--- src/rtl/ifu_fetch_ctrl.sv ---
// Instruction-fetch controller: owns the PC, issues one AR/R read at a time, and holds the word for decode until writeback returns dnpc.
// Minimum 3 cycles from REQ to inst_valid; stalls on arready/rvalid/inst_ready/wbu_valid. Defining IFU_PERF_EN adds fetch/stall counters.
module ifu_fetch_ctrl #(
  parameter int unsigned          ADDR_W   = 32,
  parameter logic [ADDR_W-1:0]    RESET_PC = 32'h8000_0000
) (
  input  logic              clk,
  input  logic              rst,
  output logic              mem_arvalid,
  input  logic              mem_arready,
  output logic [ADDR_W-1:0] mem_araddr,
  input  logic              mem_rvalid,
  output logic              mem_rready,
  input  logic [31:0]       mem_rdata,
  input  logic [1:0]        mem_rresp,
  output logic              inst_valid,
  input  logic              inst_ready,
  output logic [31:0]       inst,
  output logic [ADDR_W-1:0] pc,
  input  logic              wbu_valid,
  input  logic [ADDR_W-1:0] wbu_dnpc,
  output logic              fetch_fault
`ifdef IFU_PERF_EN
  ,
  output logic [31:0]       perf_fetch_cnt,
  output logic [31:0]       perf_stall_cnt
`endif
);

  typedef enum logic [2:0] {
    S_IDLE    = 3'd0,
    S_REQ     = 3'd1,
    S_WAIT_R  = 3'd2,
    S_HOLD    = 3'd3,
    S_WAIT_WB = 3'd4,
    S_FAULT   = 3'd5
  } state_e;

  state_e            state_q, state_d;
  logic [ADDR_W-1:0] pc_q, pc_d;
  logic [31:0]       inst_q, inst_d;
  logic              take_dnpc;

  always_ff @(posedge clk or negedge rst) begin
    if (!rst) begin
      state_q <= S_IDLE;
      pc_q    <= RESET_PC;
      inst_q  <= '0;
    end else begin
      state_q <= state_d;
      pc_q    <= pc_d;
      inst_q  <= inst_d;
    end
  end

  always_comb begin
    state_d   = state_q;
    pc_d      = pc_q;
    inst_d    = inst_q;
    take_dnpc = 1'b0;
    case (state_q)
      S_IDLE:   state_d = S_REQ;
      S_REQ:    if (mem_arready) state_d = S_WAIT_R;
      S_WAIT_R: begin
        if (mem_rvalid) begin
          if (mem_rresp == 2'b00) begin
            inst_d  = mem_rdata;
            state_d = S_HOLD;
          end else begin
            state_d = S_FAULT;
          end
        end
      end
      // A same-cycle commit skips WAIT_WB entirely.
      S_HOLD: begin
        if (inst_ready) begin
          if (wbu_valid) take_dnpc = 1'b1;
          else           state_d   = S_WAIT_WB;
        end
      end
      S_WAIT_WB: if (wbu_valid) take_dnpc = 1'b1;
      S_FAULT:   state_d = S_FAULT;
      default:   state_d = S_FAULT;
    endcase
    // The misaligned target is still loaded into pc so it can be inspected.
    if (take_dnpc) begin
      pc_d    = wbu_dnpc;
      state_d = (wbu_dnpc[1:0] != 2'b00) ? S_FAULT : S_REQ;
    end
  end

  always_comb begin
    mem_arvalid = 1'b0;
    mem_rready  = 1'b0;
    inst_valid  = 1'b0;
    fetch_fault = 1'b0;
    case (state_q)
      S_REQ:    mem_arvalid = 1'b1;
      S_WAIT_R: mem_rready  = 1'b1;
      S_HOLD:   inst_valid  = 1'b1;
      S_FAULT:  fetch_fault = 1'b1;
      default:  ;
    endcase
  end

  assign mem_araddr = pc_q;
  assign pc         = pc_q;
  assign inst       = inst_q;

`ifdef IFU_PERF_EN
  logic [31:0] fetch_cnt_q, stall_cnt_q;

  always_ff @(posedge clk or negedge rst) begin
    if (!rst) begin
      fetch_cnt_q <= '0;
      stall_cnt_q <= '0;
    end else begin
      if (state_q == S_HOLD && inst_ready)
        fetch_cnt_q <= fetch_cnt_q + 32'd1;
      if ((state_q == S_REQ && !mem_arready) || (state_q == S_WAIT_R && !mem_rvalid))
        stall_cnt_q <= stall_cnt_q + 32'd1;
    end
  end

  assign perf_fetch_cnt = fetch_cnt_q;
  assign perf_stall_cnt = stall_cnt_q;
`endif

endmodule

--- config.mk ---
export PLATFORM = sky130hd
export DESIGN_NAME = ifu_fetch_ctrl
export DESIGN_NICKNAME = d
export VERILOG_FILES = /design/src/rtl/ifu_fetch_ctrl.sv
export SDC_FILE = /design/constraint.sdc
export NUM_CORES = 1
export LEC_CHECK = 0
export CAP_MARGIN = 0
export CORE_MARGIN = 4
export CORE_UTILIZATION = 41
export DETAILED_ROUTE_END_ITERATION = 10
export PLACE_DENSITY = 0.86
export SLEW_MARGIN = 20
export SYNTH_ARGS = -nofsm -noshare
export SYNTH_HDL_FRONTEND = slang
export SYNTH_SLANG_ARGS = --single-unit
--- constraint.sdc ---
create_clock -name clk -period 4.85 [get_ports clk]
set_input_delay 0.7275 -clock clk [delete_from_list [all_inputs] [get_ports clk]]
set_output_delay 0.7275 -clock clk [all_outputs]
set_load 0.02 [all_outputs]
==> flow_summary.json, run 1 <==
{
  "min_period_ns": 2.482,
  "use_met2_pct": 27.31,
  "critical_path_required_ns": 4.12,
  "clock_skew_ns": 0.008712,
  "diodes": 0,
  "crit_fanout": 13,
  "first_pass_iters": 4,
  "drive_above_1_share_pct": 22.99,
  "clock-sinks": 67,
  "syn_nets": 272,
  "finalSetupViolCount": 0,
  "synth_top_area_share_pct": 56.65,
  "slew_viol_final": 0,
  "yosysMostFrequentCell": "dfrtp_1",
  "cts_htree_levels": 3,
  "min_path_type": "in2async",
  "critPathLaunch": "state_q[0]",
  "drc": 0,
  "yosys-top-cells-area": "dfrtp_1 57%, mux2_2 22%, buf_4 8.2%, mux2_1 3.1%, buf_6 1.2%",
  "synth_ff_type": "dfrtp_1",
  "reg2reg_to": "mem_araddr[24]",
  "place.gp.congestion": 0.6900,
  "gr-usage-all-layers_pct": 16.04,
  "yosysWarnings": 0,
  "crit_path_end_kind": "output port",
  "yosys.cell_types.count": 30,
  "vias": 2067,
  "hpwlAfterDp_um": 5362,
  "die_w_um": 92.33,
  "maxCapViolCount": 0,
  "max_freq_mhz": 402.9,
  "start_util_pct": 42.44,
  "synth.avg_cell_area_um2": 14.58,
  "path_buf_inv": 1,
  "wl_per_cell_um": 15.40,
  "r2r_start": "state_q[0]",
  "critPathArrivalTime_ns": 1.75,
  "num_rows": 30,
  "nets": 415,
  "synth_edf_count": 0,
  "synth.top_cells.by_count": "66 x dfrtp_1, 56 x mux2_2, 32 x buf_4, 8 x mux2_1, 4 x buf_2",
  "critPathCapture": "mem_rready",
  "yosysTopAreaCell": "dfrtp_1",
  "run_status": "completed",
  "cts_resized": 0,
  "grt_max_degree": 37,
  "critPathTopFamily": "buffers and inverters",
  "hold_violations": 0,
  "use_met1_pct": 17.49,
  "die_h_um": 92.33,
  "die_area_um2": 8524,
  "viasPerCell": 4.655,
  "finalCritPeriodShare_pct": 51.18,
  "clock_path_buffers": 2,
  "leakage_nw": 2.042,
  "syn2layout_area_growth_pct": 59.36,
  "cts_tree": "yes",
  "setup.worst_path.start_class": "flop",
  "first_global_vias": 2179,
  "cpPeakStageDelay_ns": 0.66,
  "num-fill-cells": 513,
  "hold_buffers": 0,
  "worstSkewPairLatency_ns": 0.33,
  "portBuffers": 171,
  "rsz0062_at_grt": "false",
  "worst_path_max_delay_cell": "clkdlybuf4s50_1",
  "syn-cell-area_um2": 2915,
  "cts_inserted_buffers": 9,
  "path_cells": "nor3b_2, clkdlybuf4s50_1",
  "postCtsSetupBuffers": 0,
  "synth-seq-cells": 67,
  "met3_usage_pct": 6.093,
  "relSlewSlack_pct": 29.23,
  "cp.depth": 2,
  "busiest_layer": "met2",
  "dp_cells": 428,
  "tightest_slew_ns": 1.058,
  "instances_no_fill": 444,
  "ff2ff_setup_slack_ns": 2.66,
  "overflow": 0,
  "antenna_found_initial": 0,
  "setup_tns_ns": 0,
  "cts-root-buf": "clkbuf_8",
  "powerDensity_nw_per_um2": 550.0,
  "clk_pin_slew_ns": 0.07,
  "peakVddDrop_mv": 0.2067,
  "coreArea_um2": 6869,
  "reg2reg_depth": 3,
  "drtAntennaViolNets": 0,
  "drtIter0Drc": 34,
  "boundaryPins": 172,
  "crit_type": "reg2out",
  "wl_um": 6836,
  "grt_pass1_wl_um": 10620,
  "ys_seq_area_share_pct": 57.55,
  "synthArstFlopShare_pct": 100.0,
  "synthCells": 200
}
-- stage by stage --
| stage | utilization, % | power, mW | hold WS (ns) | area [um2] | setup WS (ns) |
|---|---|---|---|---|---|
| after floorplan | - | 1.621 | 0.4319 | 2915 | 3.006 |
| after global placement | 64.81 | 2.103 | 0.4760 | 4452 | 2.081 |
| after detailed placement | 64.81 | 2.138 | 0.4945 | 4452 | 2.053 |
| after CTS | 67.63 | 2.597 | 0.4829 | 4646 | 2.316 |
| after global routing | 67.63 | 2.684 | 0.5181 | 4646 | 2.261 |
| final | 67.63 | 2.555 | 0.4760 | 4646 | 2.368 |
-- area by class of cell --
| type | instances | area (um2) | area share (%) |
|---|---|---|---|
| clock inverters | 5 | 52.55 | 1.131 |
| multi-input cells | 91 | 932.1 | 20.06 |
| well taps | 96 | 120.1 | 2.586 |
| clock buffers | 11 | 141.4 | 3.043 |
| inverters | 2 | 7.507 | 0.1616 |
| repair buffers | 172 | 1714 | 36.90 |
| flip-flops and latches | 67 | 1678 | 36.12 |
-- worst min-delay path by stage --
| stage | to | slack (ns) | cells after the start |
|---|---|---|---|
| finish | mem_araddr[14] | 0.48 | 1 |
| global route | inst[18] | 0.52 | 1 |
| CTS | mem_araddr[21] | 0.48 | 1 |
| detailed placement | inst[18] | 0.49 | 1 |
| global placement | inst[6] | 0.48 | 1 |
| floorplan | inst[0] | 0.43 | 0 |
-- cell families (layout without fill, tap and decap cells) --
logic type	count (synthesis)	after routing	share of synthesized area, %
compound gates	10	10	2.747
buf+inv	42	190	10.47
flops	67	67	57.55
mux	64	64	24.72
simple gates	17	17	4.507
-- cell usage in the layout (no fill, tap or decap), types with 2 or more instances in the layout --
master / n
mux2_2: 56
a21oi_1: 2
and3_1: 3
inv_1: 2
o21ai_0: 2
dfrtp_1: 66
clkdlybuf4s50_1: 170
mux2_1: 8
nor3b_2: 2
nor2_1: 2
clkinv_2: 3
clkbuf_8: 10
-- sequential cells by signal, summed over array words and instances (netlist names) --
register	cells
mem_araddr	32
state_q	3
inst	32
-- power breakdown --
part           total, mW  switching, mW  internal [mW]
sequential         0.849          0.130          0.719
combinational       1.26          0.584          0.675
clock              0.447          0.198          0.249
total               2.56          0.912           1.64
-- routing by layer --
layer / up-vias / wire length (um)
met5: - / 0
met4: 0 / 123
met3: 13 / 702
met2: 113 / 3369
met1: 994 / 2641
li1: 947 / -
(Power assumes the default switching activity.)
==> run 2: changes to the inputs <==
CORE_UTILIZATION = 34   (was 41)
PLACE_DENSITY = 0.77   (was 0.86)
clock period = 2.2 ns   (was 4.85 ns; I/O delays follow)
==> flow_summary.json, run 2 (same netlist as run 1, synthesis figures left out) <==
{
  "run_status": "completed",
  "hpwlAfterDp_um": 5397,
  "clock_path_buffers": 2,
  "viasPerCell": 4.590,
  "cts_htree_levels": 3,
  "path_buf_inv": 2,
  "drive_above_1_share_pct": 24.22,
  "cts_tree": "yes",
  "portBuffers": 171,
  "drc": 0,
  "vias": 2093,
  "worstSkewPairLatency_ns": 0.33,
  "tightest_slew_ns": 0.3706,
  "leakage_nw": 2.082,
  "finalSetupViolCount": 0,
  "cts_inserted_buffers": 9,
  "hold_violations": 0,
  "num_rows": 33,
  "critPathArrivalTime_ns": 1.72,
  "worst_path_max_delay_cell": "clkdlybuf4s50_1",
  "min_path_type": "in2async",
  "first_pass_iters": 4,
  "slew_viol_final": 0,
  "setup.worst_path.start_class": "flop",
  "die_area_um2": 10120,
  "relSlewSlack_pct": 75.29,
  "dr_wl_met2_um": 3389,
  "dpl_worst_slack_ns": 0.3047,
  "start_util_pct": 35.13,
  "drtIter0Drc": 44,
  "layout_commonest_cell": "clkdlybuf4s50_1",
  "min_period_ns": 2.053,
  "diodes": 0,
  "wl_met3_um": 732,
  "first_global_vias": 2251,
  "overflow": 0,
  "boundaryPins": 172,
  "critical_path_required_ns": 1.87,
  "clock_skew_ns": 0.01070,
  "cpPeakStageDelay_ns": 0.61,
  "syn2layout_area_growth_pct": 62.23,
  "die_h_um": 100.6,
  "cp.depth": 3,
  "top_layer": "met4",
  "antenna_found_initial": 0,
  "wl_met1_um": 2786,
  "crit_path_end_kind": "output port",
  "nets": 418,
  "layout_common_cells": "169 x clkdlybuf4s50_1, 65 x dfrtp_1, 56 x mux2_2",
  "path_cells": "inv_1, and3_1, clkdlybuf4s50_1",
  "finalCritPeriodShare_pct": 93.32,
  "wl_per_cell_um": 15.39,
  "coreArea_um2": 8299,
  "crit_fanout": 11,
  "grt_max_degree": 68,
  "cts-root-buf": "clkbuf_8",
  "max_freq_mhz": 487.1,
  "die_w_um": 100.6,
  "r2r_start": "state_q[1]",
  "layout_setup_ws_ns": 0.1469,
  "clk_pin_slew_ns": 0.07,
  "reg2reg_to": "inst[6]",
  "clock-sinks": 67,
  "reg2reg_depth": 4,
  "maxCapViolCount": 0,
  "wl_um": 7016,
  "critPathLaunch": "state_q[1]",
  "setup_tns_ns": 0,
  "grt_pass1_wl_um": 11140,
  "crit_type": "reg2out",
  "rsz0062_at_grt": "false",
  "critPathCapture": "fetch_fault",
  "gr-usage-all-layers_pct": 13.93,
  "ff2ff_setup_slack_ns": 0.40,
  "place.gp.congestion": 0.7296,
  "powerDensity_nw_per_um2": 1205,
  "critPathTopFamily": "buffers and inverters",
  "drtAntennaViolNets": 0,
  "peakVddDrop_mv": 0.4470
}
[run 2: power breakdown]
group          switching, mW  internal [mW]
sequential             0.297           1.59
combinational           1.28           1.51
clock                  0.474          0.552
[run 2: cell type report]
cell class                      instances  area, um2
Fill cell                             691       3570
Timing Repair Buffer                  175       1777
Sequential cell                        67       1679
Multi-Input combinational cell         91      932.1
Clock buffer                           10      137.6
Tap cell                              105      131.4
Clock inverter                          6      65.06
Inverter                                2      7.507
[run 2: stage by stage]
step           cell area, um2  cells  hold slack, ns  total power, mW  util, %
2_1_floorplan            2915    200         0.03441            3.573        -
5_1_grt                  4730    456         0.03041            5.992    56.99
6_report                 4730    456        0.006060            5.698    56.99
3_3_place_gp             4523    440          0.3769            4.676    54.50
3_5_place_dp             4523    440          0.3799            4.739    54.50
4_1_cts                  4726    456         0.01300            5.784    56.94
[run 2: worst min-delay path by stage]
stage,from,end,slack [ns]
2_1_floorplan,rst,inst[0],0.03
6_report,rst,mem_araddr[28],0.006
3_5_place_dp,rst,mem_araddr[28],0.38
3_3_place_gp,rst,mem_araddr[26],0.38
5_1_grt,rst,mem_araddr[28],0.03
4_1_cts,rst,mem_araddr[15],0.01
[run 2: per-layer routing]
metal	up-vias	global-route usage (%)
met4	0	5.078
li1	960	-
met3	10	5.675
met1	1010	16.09
met2	113	23.19
met5	-	0
[run 2: what timing repair did]
action / 4_1_cts / 5_1_grt
resized for setup: 0 / 2
hold buffers: 0 / 0
endpoints found under the setup margin: 0 / 2
setup buffers: 0 / 0
==> run 3: changes to the inputs <==
ABC_AREA = 1   (was unset)
CORE_UTILIZATION = 35   (was 34)
==> flow_summary.json, run 3 <==
{
  "synthCells": 353,
  "hold_end": "mem_araddr[31]",
  "synth_ff_type": "dfrtp_1",
  "grt_pass1_wl_um": 12680,
  "tightest_slew_ns": 0.5299,
  "synth_top_area_share_pct": 54.66,
  "crit_path_end_kind": "output port",
  "dpl_worst_slack_ns": 0.3358,
  "top_layer": "met4",
  "die_w_um": 100.9,
  "drtAntennaViolNets": 0,
  "yosys.cell_types.count": 22,
  "overflow": 0,
  "power_mw": 6.660,
  "syn_nets": 425,
  "synth_mux_area_share_pct": 0,
  "synth-xor-area-share_pct": 0,
  "yosysTopAreaCell": "dfrtp_1",
  "hold_violations": 0,
  "min_period_ns": 2.072,
  "r2r_start": "state_q[0]",
  "clock_skew_ns": 0.009965,
  "postCtsSetupBuffers": 0,
  "first_global_vias": 2642,
  "cts_inserted_buffers": 9,
  "diodes": 0,
  "relSlewSlack_pct": 64.67,
  "synth.top_cells.by_count": "143 x nand2_1, 66 x dfrtp_1, 43 x inv_1, 35 x buf_4, 34 x o21ai_1",
  "gr-usage-all-layers_pct": 15.72,
  "cts-root-buf": "clkbuf_8",
  "clock-sinks": 67,
  "setup_tns_ns": 0,
  "setup.worst_path.start_class": "flop",
  "coreArea_um2": 8299,
  "viasPerCell": 4.350,
  "yosysWarnings": 0,
  "min_path_type": "reg2reg",
  "synthSimpleGateAreaFrac_pct": 21.74,
  "die_h_um": 100.9,
  "hpwlAfterDp_um": 6007,
  "cts_tree": "yes",
  "critPathArrivalTime_ns": 1.74,
  "peakVddDrop_mv": 0.6308,
  "ys_seq_area_share_pct": 55.53,
  "holdWs_ns": 0.4736,
  "drive_above_1_share_pct": 6.587,
  "powerDensity_nw_per_um2": 1383,
  "grt_max_degree": 65,
  "layout_commonest_cell": "clkdlybuf4s50_1",
  "wl_met1_um": 3112,
  "max_freq_mhz": 482.5,
  "clk_pin_slew_ns": 0.07,
  "wl_per_cell_um": 12.99,
  "synth-adder-area-share_pct": 0,
  "syn2layout_area_growth_pct": 59.34,
  "first_pass_iters": 4,
  "wl_um": 7874,
  "synth.avg_cell_area_um2": 8.560,
  "maxCapViolCount": 0,
  "slew_viol_final": 0,
  "dr_wl_met2_um": 3770,
  "die_area_um2": 10180,
  "crit_type": "reg2out",
  "layout_common_cells": "169 x clkdlybuf4s50_1, 143 x nand2_1, 64 x dfrtp_1",
  "clock_path_buffers": 2,
  "layout_setup_ws_ns": 0.1275,
  "dp_cells": 589,
  "reg2reg_to": "state_q[2]",
  "wl_met3_um": 869,
  "critical_path_required_ns": 1.87,
  "instances_no_fill": 606,
  "yosys-top-cells-area": "dfrtp_1 55%, nand2_1 18%, buf_4 8.7%, o21ai_1 5.6%, inv_1 5.3%",
  "whs_path_depth": 2,
  "crit_fanout": 6,
  "nets": 568,
  "synth_compound_area_share_pct": 6.128,
  "leakage_nw": 2.352,
  "antenna_found_initial": 0,
  "start_util_pct": 36.41,
  "worstSkewPairLatency_ns": 0.33,
  "portBuffers": 171,
  "cts_htree_levels": 3,
  "synthArstFlopShare_pct": 100.0,
  "synth_top_family_by_area": "simple AND/OR/NAND/NOR gates",
  "drc": 0,
  "synth_edf_count": 0,
  "finalSetupViolCount": 0,
  "rsz0062_at_grt": "false",
  "finalCritPeriodShare_pct": 94.20,
  "yosysMostFrequentCell": "nand2_1",
  "vias": 2636,
  "run_status": "completed",
  "place.gp.congestion": 0.8713,
  "drtIter0Drc": 91,
  "num_rows": 33,
  "syn-cell-area_um2": 3022,
  "boundaryPins": 172,
  "reg2reg_depth": 8,
  "ff2ff_setup_slack_ns": 0.69,
  "holdCritStartpoint": "mem_araddr[31]",
  "synth-seq-cells": 67
}
[run 3: cell count changes in the layout (fill, tap and decap cells not counted), sizes merged, moves of 2 or more]
cell,delta
inv,+44
nand3,+3
nor3,+2
nand2,+146
nor3b,-2
and3,-3
mux2,-64
clkbuf,+2
clkinvlp,-3
nand4,+4
o21ai,+32
[run 3: area by class of cell]
cell class	instances	area (um2)
Clock buffer	12	155.1
Inverter	46	175.2
Clock inverter	4	72.57
Fill cell	751	3485
Tap cell	105	131.4
Multi-Input combinational cell	196	842.1
Timing Repair Buffer	176	1758
Sequential cell	67	1680
[run 3: cells by family (layout without fill, tap and decap cells)]
kind of cell           after synthesis  count (layout)
buffers and inverters               90             238
AO/OA/AOI/OAI                       37              37
AND/OR/NAND/NOR                    159             159
flip-flops                          67              67
[run 3: worst max-delay path: stages, from the launching register on]
cell	delay, ns
dfrtp_2	0.48
nor3_4	0.27
clkdlybuf4s50_1	0.65
[run 3: how the worst max path moves through the flow]
stage | startpoint | to | slack (ns) | cells after the start
finish | state_q[2] | mem_rready | 0.13 | 2
global route | state_q[2] | mem_rready | 0.05 | 2
CTS | state_q[2] | fetch_fault | 0.02 | 3
detailed placement | state_q[2] | mem_arvalid | 0.34 | 4
global placement | wbu_valid | state_q[2] | 0.42 | 10
floorplan | state_q[2] | state_q[2] | 0.72 | 8
[run 3: stage by stage]
step                      cell area (um2)  util, %
after floorplan                      3022        -
after global placement               4576    55.13
after detailed placement             4576    55.13
after CTS                            4812    57.98
after global routing                 4815    58.01
final                                4815    58.01
[run 3: where the power goes]
part / internal, mW / leakage [nW] / switching [mW]
clock network: 0.699 / 0.113 / 0.455
logic: 1.62 / 1.38 / 1.79
registers: 1.73 / 0.863 / 0.376
total: 4.04 / 2.35 / 2.62
[run 3: timing repair]
action | CTS | global route
hold buffers | 1 | 0
endpoints found under the setup margin | 1 | 1
resized for setup | 1 | 2
pin swaps | 0 | 0
cloned | 0 | 0
endpoints found under the hold margin | 22 | 0
[run 3: metal layers]
| layer | vias to the layer above | GRT usage, % |
|---|---|---|
| met5 | - | 0 |
| met1 | 1186 | 18.43 |
| met3 | 10 | 6.021 |
| met4 | 0 | 5.317 |
| met2 | 119 | 26.38 |
| li1 | 1321 | - |
